## src/rtl/tristate_bus_arbiter_if.sv

```systemverilog
// Bus-side signal bundle for the tri-state bus arbiter.
// master: the arbiter, which drives ownership and enables.
// slave: the requester/driver side, which raises requests.
interface tristate_bus_arbiter_if #(
    parameter int N_REQ = 4
);
    logic [N_REQ-1:0]         req;
    logic [N_REQ-1:0]         grant;
    logic [N_REQ-1:0]         drive_en;
    logic [$clog2(N_REQ)-1:0] owner;
    logic                     bus_busy;
    logic                     preempt;

    modport master (
        input  req,
        output grant,
        output drive_en,
        output owner,
        output bus_busy,
        output preempt
    );

    modport slave (
        output req,
        input  grant,
        input  drive_en,
        input  owner,
        input  bus_busy,
        input  preempt
    );
endinterface

```

## src/rtl/tristate_bus_arbiter.sv

```systemverilog
// Round-robin owner sequencer for a shared three-state bus.
// Only one driver enable is high at a time. Between two owners there are
// exactly TA_CYCLES cycles with every enable low. An owner that keeps
// requesting for MAX_HOLD cycles is forced off the bus.
module tristate_bus_arbiter #(
    parameter int N_REQ     = 4,
    parameter int MAX_HOLD  = 8,
    parameter int TA_CYCLES = 1
) (
    input  logic                  clk,
    input  logic                  reset,
    tristate_bus_arbiter_if.master bus
);
    localparam int OW = $clog2(N_REQ);

    localparam logic [1:0] ST_IDLE  = 2'd0;
    localparam logic [1:0] ST_GRANT = 2'd1;
    localparam logic [1:0] ST_TURN  = 2'd2;

    logic [1:0]       state,      state_nx;
    logic [7:0]       hold_cnt,   hold_nx;
    logic [2:0]       ta_cnt,     ta_nx;
    logic [OW-1:0]    last,       last_nx;
    logic [OW-1:0]    owner_r,    owner_nx;
    logic [N_REQ-1:0] grant_r,    grant_nx;
    logic             bus_busy_r, busy_nx;
    logic             preempt_r,  preempt_nx;

    logic             any_req;
    logic [OW-1:0]    winner;
    logic [N_REQ-1:0] winner_oh;
    logic             owner_req;
    logic             hold_max;
    logic             ta_done;
    logic             arb_now;

    // First set request bit scanning circularly upward from l+1.
    // N_REQ is a power of two, so the index addition wraps by itself.
    function automatic logic [OW-1:0] rr_pick(input logic [N_REQ-1:0] r,
                                              input logic [OW-1:0]    l);
        logic [OW-1:0] idx;
        logic [OW-1:0] pick;
        logic          found;
        pick  = '0;
        found = 1'b0;
        for (int i = 1; i <= N_REQ; i++) begin
            idx = l + OW'(i);
            if (!found && r[idx]) begin
                pick  = idx;
                found = 1'b1;
            end
        end
        return pick;
    endfunction

    // Arbitration inputs and per-state terminal conditions.
    always_comb begin
        any_req   = |bus.req;
        winner    = rr_pick(bus.req, last);
        winner_oh = N_REQ'(1) << winner;
        owner_req = bus.req[owner_r];
        hold_max  = (hold_cnt == 8'(MAX_HOLD));
        ta_done   = (ta_cnt == 3'(TA_CYCLES));
    end

    // Next-state logic: release handling in GRANT, gap counting in TURNAROUND,
    // and a shared arbitration step used from IDLE and the last gap cycle.
    always_comb begin
        state_nx   = state;
        hold_nx    = hold_cnt;
        ta_nx      = ta_cnt;
        last_nx    = last;
        owner_nx   = owner_r;
        grant_nx   = grant_r;
        busy_nx    = bus_busy_r;
        preempt_nx = 1'b0;
        arb_now    = 1'b0;

        case (state)
            ST_GRANT: begin
                if (!owner_req || hold_max) begin
                    // A voluntary drop wins over a simultaneous hold limit,
                    // so preempt only fires while the owner still requests.
                    state_nx   = ST_TURN;
                    grant_nx   = '0;
                    last_nx    = owner_r;
                    ta_nx      = 3'd1;
                    busy_nx    = 1'b1;
                    preempt_nx = owner_req;
                end else begin
                    hold_nx = hold_cnt + 8'd1;
                end
            end
            ST_TURN: begin
                if (ta_done) begin
                    arb_now = 1'b1;
                end else begin
                    ta_nx = ta_cnt + 3'd1;
                end
            end
            default: begin
                arb_now = 1'b1;
            end
        endcase

        if (arb_now) begin
            if (any_req) begin
                state_nx = ST_GRANT;
                grant_nx = winner_oh;
                owner_nx = winner;
                hold_nx  = 8'd1;
                busy_nx  = 1'b1;
            end else begin
                state_nx = ST_IDLE;
                grant_nx = '0;
                busy_nx  = 1'b0;
            end
        end
    end

    // State and registered outputs; reset leaves req[0] with first priority.
    always_ff @(posedge clk) begin
        if (reset) begin
            state      <= ST_IDLE;
            hold_cnt   <= '0;
            ta_cnt     <= '0;
            last       <= OW'(N_REQ - 1);
            owner_r    <= '0;
            grant_r    <= '0;
            bus_busy_r <= 1'b0;
            preempt_r  <= 1'b0;
        end else begin
            state      <= state_nx;
            hold_cnt   <= hold_nx;
            ta_cnt     <= ta_nx;
            last       <= last_nx;
            owner_r    <= owner_nx;
            grant_r    <= grant_nx;
            bus_busy_r <= busy_nx;
            preempt_r  <= preempt_nx;
        end
    end

    assign bus.grant    = grant_r;
    assign bus.drive_en = grant_r;
    assign bus.owner    = owner_r;
    assign bus.bus_busy = bus_busy_r;
    assign bus.preempt  = preempt_r;
endmodule

```

## src/flat_wrapper.sv

```systemverilog
// flat-port wrapper written by rule: the top's interface ports become plain ports
module tristate_bus_arbiter_flat 
#(
    parameter int N_REQ     = 4,
    parameter int MAX_HOLD  = 8,
    parameter int TA_CYCLES = 1
)
  (clk, reset, bus_req, bus_grant, bus_drive_en, bus_owner, bus_bus_busy, bus_preempt);
  tristate_bus_arbiter_if #(.N_REQ(N_REQ)) bus_i ();
  input  logic clk;
  input  logic reset;
  input wire logic [$bits(bus_i.req)-1:0] bus_req;
  output wire logic [$bits(bus_i.grant)-1:0] bus_grant;
  output wire logic [$bits(bus_i.drive_en)-1:0] bus_drive_en;
  output wire logic [$bits(bus_i.owner)-1:0] bus_owner;
  output wire logic [$bits(bus_i.bus_busy)-1:0] bus_bus_busy;
  output wire logic [$bits(bus_i.preempt)-1:0] bus_preempt;
  assign bus_i.req = bus_req;
  assign bus_grant = bus_i.grant;
  assign bus_drive_en = bus_i.drive_en;
  assign bus_owner = bus_i.owner;
  assign bus_bus_busy = bus_i.bus_busy;
  assign bus_preempt = bus_i.preempt;
  tristate_bus_arbiter #(.N_REQ(N_REQ), .MAX_HOLD(MAX_HOLD), .TA_CYCLES(TA_CYCLES)) u_core (.clk(clk), .reset(reset), .bus(bus_i));
endmodule
```

## config.mk

```make
export PLATFORM = sky130hd
export DESIGN_NAME = tristate_bus_arbiter_flat
export DESIGN_NICKNAME = d
export VERILOG_FILES = /design/src/rtl/tristate_bus_arbiter_if.sv /design/src/rtl/tristate_bus_arbiter.sv /design/src/flat_wrapper.sv
export SDC_FILE = /design/constraint.sdc
export NUM_CORES = 1
export LEC_CHECK = 0
export CAP_MARGIN = 30
export CORE_MARGIN = 2
export CORE_UTILIZATION = 40
export CTS_CLUSTER_SIZE = 20
export DETAILED_ROUTE_END_ITERATION = 8
export SYNTH_ARGS = -nofsm -noshare
export SYNTH_HDL_FRONTEND = slang
export SYNTH_SLANG_ARGS = --single-unit
```

## constraint.sdc

```tcl
create_clock -name clk -period 4.7 [get_ports clk]
set_input_delay 1.41 -clock clk [delete_from_list [all_inputs] [get_ports clk]]
set_output_delay 1.41 -clock clk [all_outputs]
set_load 0.02 [all_outputs]
```

# Yosys cells after proc, flatten, opt, wreduce, memory -nomap -nowiden
# Cells that the tools add are included.
classes:
  add_sub_neg: 5
  n_lt_le_gt_ge: 5
  n_eq_ne: 6
  shifts: 1
  muxes: 38
  n_bitwise: 2
  reduce_logical: 17
ops:
  columns: ["operator", "count"]
  rows:
  - ["$mux W8", 4]
  - ["$mux W4", 4]
  - ["$lt A2 B3 Y1 const B", 5]
  - ["$mux W1", 14]
  - ["$mux W2", 7]
  - ["$bmux W1 S2", 5]
  - ["$add A8 B1 Y8 const B", 1]
  - ["$eq A8 B4 Y1 const B", 1]
  - ["$mux W3", 2]
  - ["$pmux W3 S2", 1]
  - ["$reduce_and A2 Y1", 3]
  - ["$reduce_bool A2 Y1", 3]
  - ["$add A2 B2 Y2 const B", 2]
  - ["$logic_not A1 Y1", 4]
  - ["$reduce_or A4 Y1", 1]
  - ["$shl A1 B2 Y4 const A", 1]
  - ["$add A3 B1 Y3 const B", 1]
  - ["$eq A3 B1 Y1 const B", 1]
  - ["$logic_and A1 B1 Y1", 3]
  - ["$reduce_and A3 Y1", 1]
  - ["$reduce_or A3 Y1", 1]
  - ["$add A2 B1 Y2 const B", 1]
  - ["$eq A2 B1 Y1 const B", 1]
  - ["$eq A2 B2 Y1 const B", 1]
  - ["5 further kinds", 6]
totals:
  regBits: 23
  in_bits: 6
  out_inout_bits: 12
  wordCells: 82

# Logic depth before layout (Yosys ltp)
depth:
  word_depth: 16
  mapped_depth: 8
  depth_no_buf: 7

# Worst setup path before layout
# OpenSTA, ideal clock, no wires.
synth_path:
  path_type: "in2reg"
  start: "input bus_req[3]"
  end: "register u_core.preempt_r (netlist: u_core.bus.preempt)"
  setup_ns: 0.112
  arrival_time_ns: 2.407
  required_time_ns: 4.588
  slack_ns: 2.181
  path_stages: 5
  n_path_buf: 1
  cell_sequence: "mux2i_2 > nand3_1 > and3_4 > buf_6 > a2111oi_1"
synth_via:
  elab_chain_cells: 6
synth_rtl:
  columns: ["item", "line_no", "text"]
  rows:
  - ["start: declaration", "flat_wrapper.sv:12", "input wire logic [$bits(bus_i.req)-1:0] bus_req;"]
  - ["$bmux W1 S2 *", "tristate_bus_arbiter.sv:61", "owner_req = bus.req[owner_r];"]
  - ["$mux W1 (implied by the code) *", "tristate_bus_arbiter.sv:61", null]
  - ["$logic_not A1 Y1", "tristate_bus_arbiter.sv:81", "if (!owner_req || hold_max) begin"]
  - ["$logic_or A1 B1 Y1", "tristate_bus_arbiter.sv:81", null]
  - ["$not A1 Y1 (no line)", null, null]
  - ["$reduce_or A3 Y1 (no line)", null, null]
  - ["end signal: assignment", "tristate_bus_arbiter.sv:140", "preempt_r <= preempt_nx;"]
  - ["end: declaration", "tristate_bus_arbiter.sv:27", "logic preempt_r, preempt_nx;"]
# Mark *: on every way between the ends. The rest lies on a longest branch, timed or not. The select of a mux whose other input is x is not followed.
# A chain may end at the register's enable or synchronous reset.

# Worst setup path in the final report
layout_path:
  start: "register u_core.owner_r[1] (netlist: u_core.bus.owner[1])"
  end: "output bus_owner[1]"
layout_rtl:
  columns: ["item", "line_no", "text"]
  rows:
  - ["start: declaration", "tristate_bus_arbiter.sv:24", "logic [OW-1:0] owner_r, owner_nx;"]
  - ["start signal: assignment", "tristate_bus_arbiter.sv:137", "owner_r <= owner_nx;"]
  - ["end: declaration", "flat_wrapper.sv:15", "output wire logic [$bits(bus_i.owner)-1:0] bus_owner;"]
# No word-level cell between the ends.

==> results.ini <==
[status]
status = finished, final reports clean

[sta]
worst_slew_pin_slew_ns = 0.6663
maxSlewHeadroom_pct = 55.44
rsz0062_at_grt = no
tns_ns = 0
hold_slack_ns = 0.4885
hold_viol_final = 0
min_period_ns = 2.867
finalClockSkew_ns = 0.006238
fmax_mhz = 348.8
setup_viol = 0
min_period_over_period_pct = 61.00
layout_setup_ws_ns = 1.833
slew_violations = 0

[synth]
synth.distinct_cells = 39
yosysWarnings = 0
synth-edff-count = 0
netlist_area_sq_um = 1269
synth_nets = 156
syn_inst = 144
ys.flop_type = dfxtp_1
avgSynthCellArea_sq_um = 8.811
synth-seq-cells = 23
async_flop_share_pct = 0
yosysSeqAreaShare_pct = 36.29

[layout]
area_growth_pct = 15.78
mostFrequentLayoutCells = dfxtp_1, nor2_1, clkdlybuf4s50_1, a21oi_1, nand3_1
fillers = 309
final_util_pct = 48.51
instances_no_fill = 201
final_common_cell = dfxtp_1
diodes = 0
nets = 170
design_area_sq_um = 1469
drive_gt1_share_pct = 7.006

[flow_run]
drv_cap = 0

[critical_path]
critPathTopFamily = buffers and inverters
cp_cell_sequence = clkdlybuf4s50_1
cp-endpoint = bus_owner[1]
crit_type = register to output port
ff2ff_path_depth = 6
worstPathArrival_ns = 1.46
r2r_start = u_core.state[0]$_SDFFE_PP0P_
startpoint = u_core.bus.owner[1]$_SDFFE_PP0P_
cp_max_fo = 9
crit_buf_inv = 1
timing.rr.end = u_core.bus.owner[0]$_SDFFE_PP0P_
crit_required_ns = 3.29
crit_path_top_delay_cell = clkdlybuf4s50_1
r2r_slack_ns = 2.79
crit_cells = 1
cp-start-kind = register
endpoint_kind = output port
slowest_delay_ns = 0.66

[clock_tree]
cts_made_buffers = 3
htreeDepth = 1
root_buffer = clkbuf_4
clk_latency_ns = 0.31
clockBufferDepth = 2
post_cts_buffers = 0
ctsHoldBuffers = 0
cts_tree = built
cts_resized = 0
cts_num_sinks = 23
clk_pin_slew_ns = 0.13

[routing]
highest_layer = met4
routed-wl-met2_microns = 1185
wl_met3_microns = 69
vias_per_cell = 5.204
drc_errors = 0
routed_wl_microns = 2475
wire_per_inst_microns = 12.31
drtIter0Drc = 32
first_pass_iters = 4
wl_met1_microns = 1202
drtAntennaViolNets = 0
num_vias = 1046

[min_path]
worstHoldPathType = register to register
holdPathStages = 2

[global_routing]
antenna_found_initial = 0
grt_pass1_wl_microns = 4381
grtUsageTotal_pct = 15.70
grt_pass1_vias = 1011
grt-ovfl-total = 0
grt_max_degree = 19

[placement]
placed_area_sq_um = 1441
dp_hpwl_microns = 1910
gp_congestion = 0.7645
port_buffers = 17
post-place-cells = 197
preCtsSetupSlack_ns = 1.541

[floorplan]
die_h_microns = 60.32
core-area_sq_um = 3028
die-width_microns = 60.32
initial_core_util_pct = 41.90
fp-row-count = 20
die-area_sq_um = 3639
pin_count = 18

[power]
p_leak_nw = 0.5134
peakVddDrop_mv = 0.1518
power_density_nw_per_um2 = 300.0
power_uw = 440.6

worst register-to-register path, delay by kind of cell, from the launching register on:
kind | cells | cell delay [ns]
AND/OR/NAND/NOR | 3 | 0.78
flip-flops | 1 | 0.37
AO/OA/AOI/OAI | 1 | 0.32
adder cells (fa/ha/maj) | 1 | 0.28
buffers and inverters | 1 | 0.05
how the worst min path moves through the flow:
stage | startpoint | end
after CTS | u_core.bus.drive_en[0]$_SDFFE_PP0P_ | u_core.bus.drive_en[0]$_SDFFE_PP0P_
after floorplan | u_core.last[0]$_SDFFE_PP1P_ | u_core.last[0]$_SDFFE_PP1P_
after global routing | u_core.bus.drive_en[3]$_SDFFE_PP0P_ | u_core.bus.drive_en[3]$_SDFFE_PP0P_
after global placement | u_core.bus.drive_en[1]$_SDFFE_PP0P_ | u_core.bus.drive_en[1]$_SDFFE_PP0P_
after detailed placement | u_core.bus.drive_en[0]$_SDFFE_PP0P_ | u_core.bus.drive_en[0]$_SDFFE_PP0P_
final | u_core.bus.drive_en[1]$_SDFFE_PP0P_ | u_core.bus.drive_en[1]$_SDFFE_PP0P_
final cells by class:
| cell class | instances | area [sq um] | area share [%] |
|---|---|---|---|
| timing repair buffer | 17 | 170.2 | 11.58 |
| tap | 44 | 55.05 | 3.748 |
| clock buffer | 3 | 22.52 | 1.533 |
| sequential | 23 | 460.4 | 31.35 |
| multi-input combinational | 107 | 733.2 | 49.91 |
| inverter | 6 | 22.52 | 1.533 |
| clock inverter | 1 | 5.005 | 0.3407 |
state kept, by name, summed over array words and instances (netlist names):
name                 count
u_core.bus.preempt       1
u_core.ta_cnt            3
u_core.bus.drive_en      4
u_core.hold_cnt          8
u_core.bus.owner         2
u_core.last              2
u_core.bus.bus_busy      1
u_core.state             2
kinds of logic (layout without fill, tap and decap cells):
| kind of cell | after synthesis | in the layout | synth area share [%] |
|---|---|---|---|
| AOI/OAI and AO/OA | 28 | 28 | 16.57 |
| DFF | 23 | 23 | 36.29 |
| xor gates and xnor gates | 7 | 7 | 4.832 |
| buffers and inverters | 14 | 27 | 5.917 |
| adders and majority gates | 6 | 6 | 5.917 |
| muxes | 3 | 3 | 2.959 |
| and+or+nand+nor | 63 | 63 | 27.51 |
power by group:
| group | switching, mW | total (mW) | internal, mW | leakage (nW) |
|---|---|---|---|---|
| clock network | 0.0595 | 0.0912 | 0.0317 | 0.0177 |
| logic | 0.0696 | 0.125 | 0.0557 | 0.308 |
| registers | 0.0148 | 0.224 | 0.209 | 0.188 |
Yosys cell counts (all sizes together), types with 2 or more instances:
master | n | share of area [%]
nor2b | 6 | 3.0
dfxtp | 23 | 36
a211oi | 2 | 1.2
and3 | 3 | 1.9
nor3 | 3 | 1.2
buf | 5 | 3.3
clkbuf | 3 | 0.89
a2111oi | 2 | 2.0
ha | 6 | 5.9
xor2 | 5 | 3.5
nand2b | 7 | 3.5
a21oi | 12 | 4.7
nand3b | 3 | 1.8
o22ai | 2 | 2.1
xnor2 | 2 | 1.4
nand2 | 3 | 0.89
nand4 | 7 | 3.5
inv | 6 | 1.8
o21ai | 2 | 1.1
a211o | 3 | 2.1
nand3 | 8 | 3.2
mux2i | 3 | 3.0
nor2 | 18 | 5.3
routing by layer:
metal	up-vias	GRT usage, %
met3	2	2.597
met5	-	0
met2	19	27.64
met1	486	19.95
met4	0	3.810
li1	539	-
No activity file was read; power rests on OpenSTA's default activity.
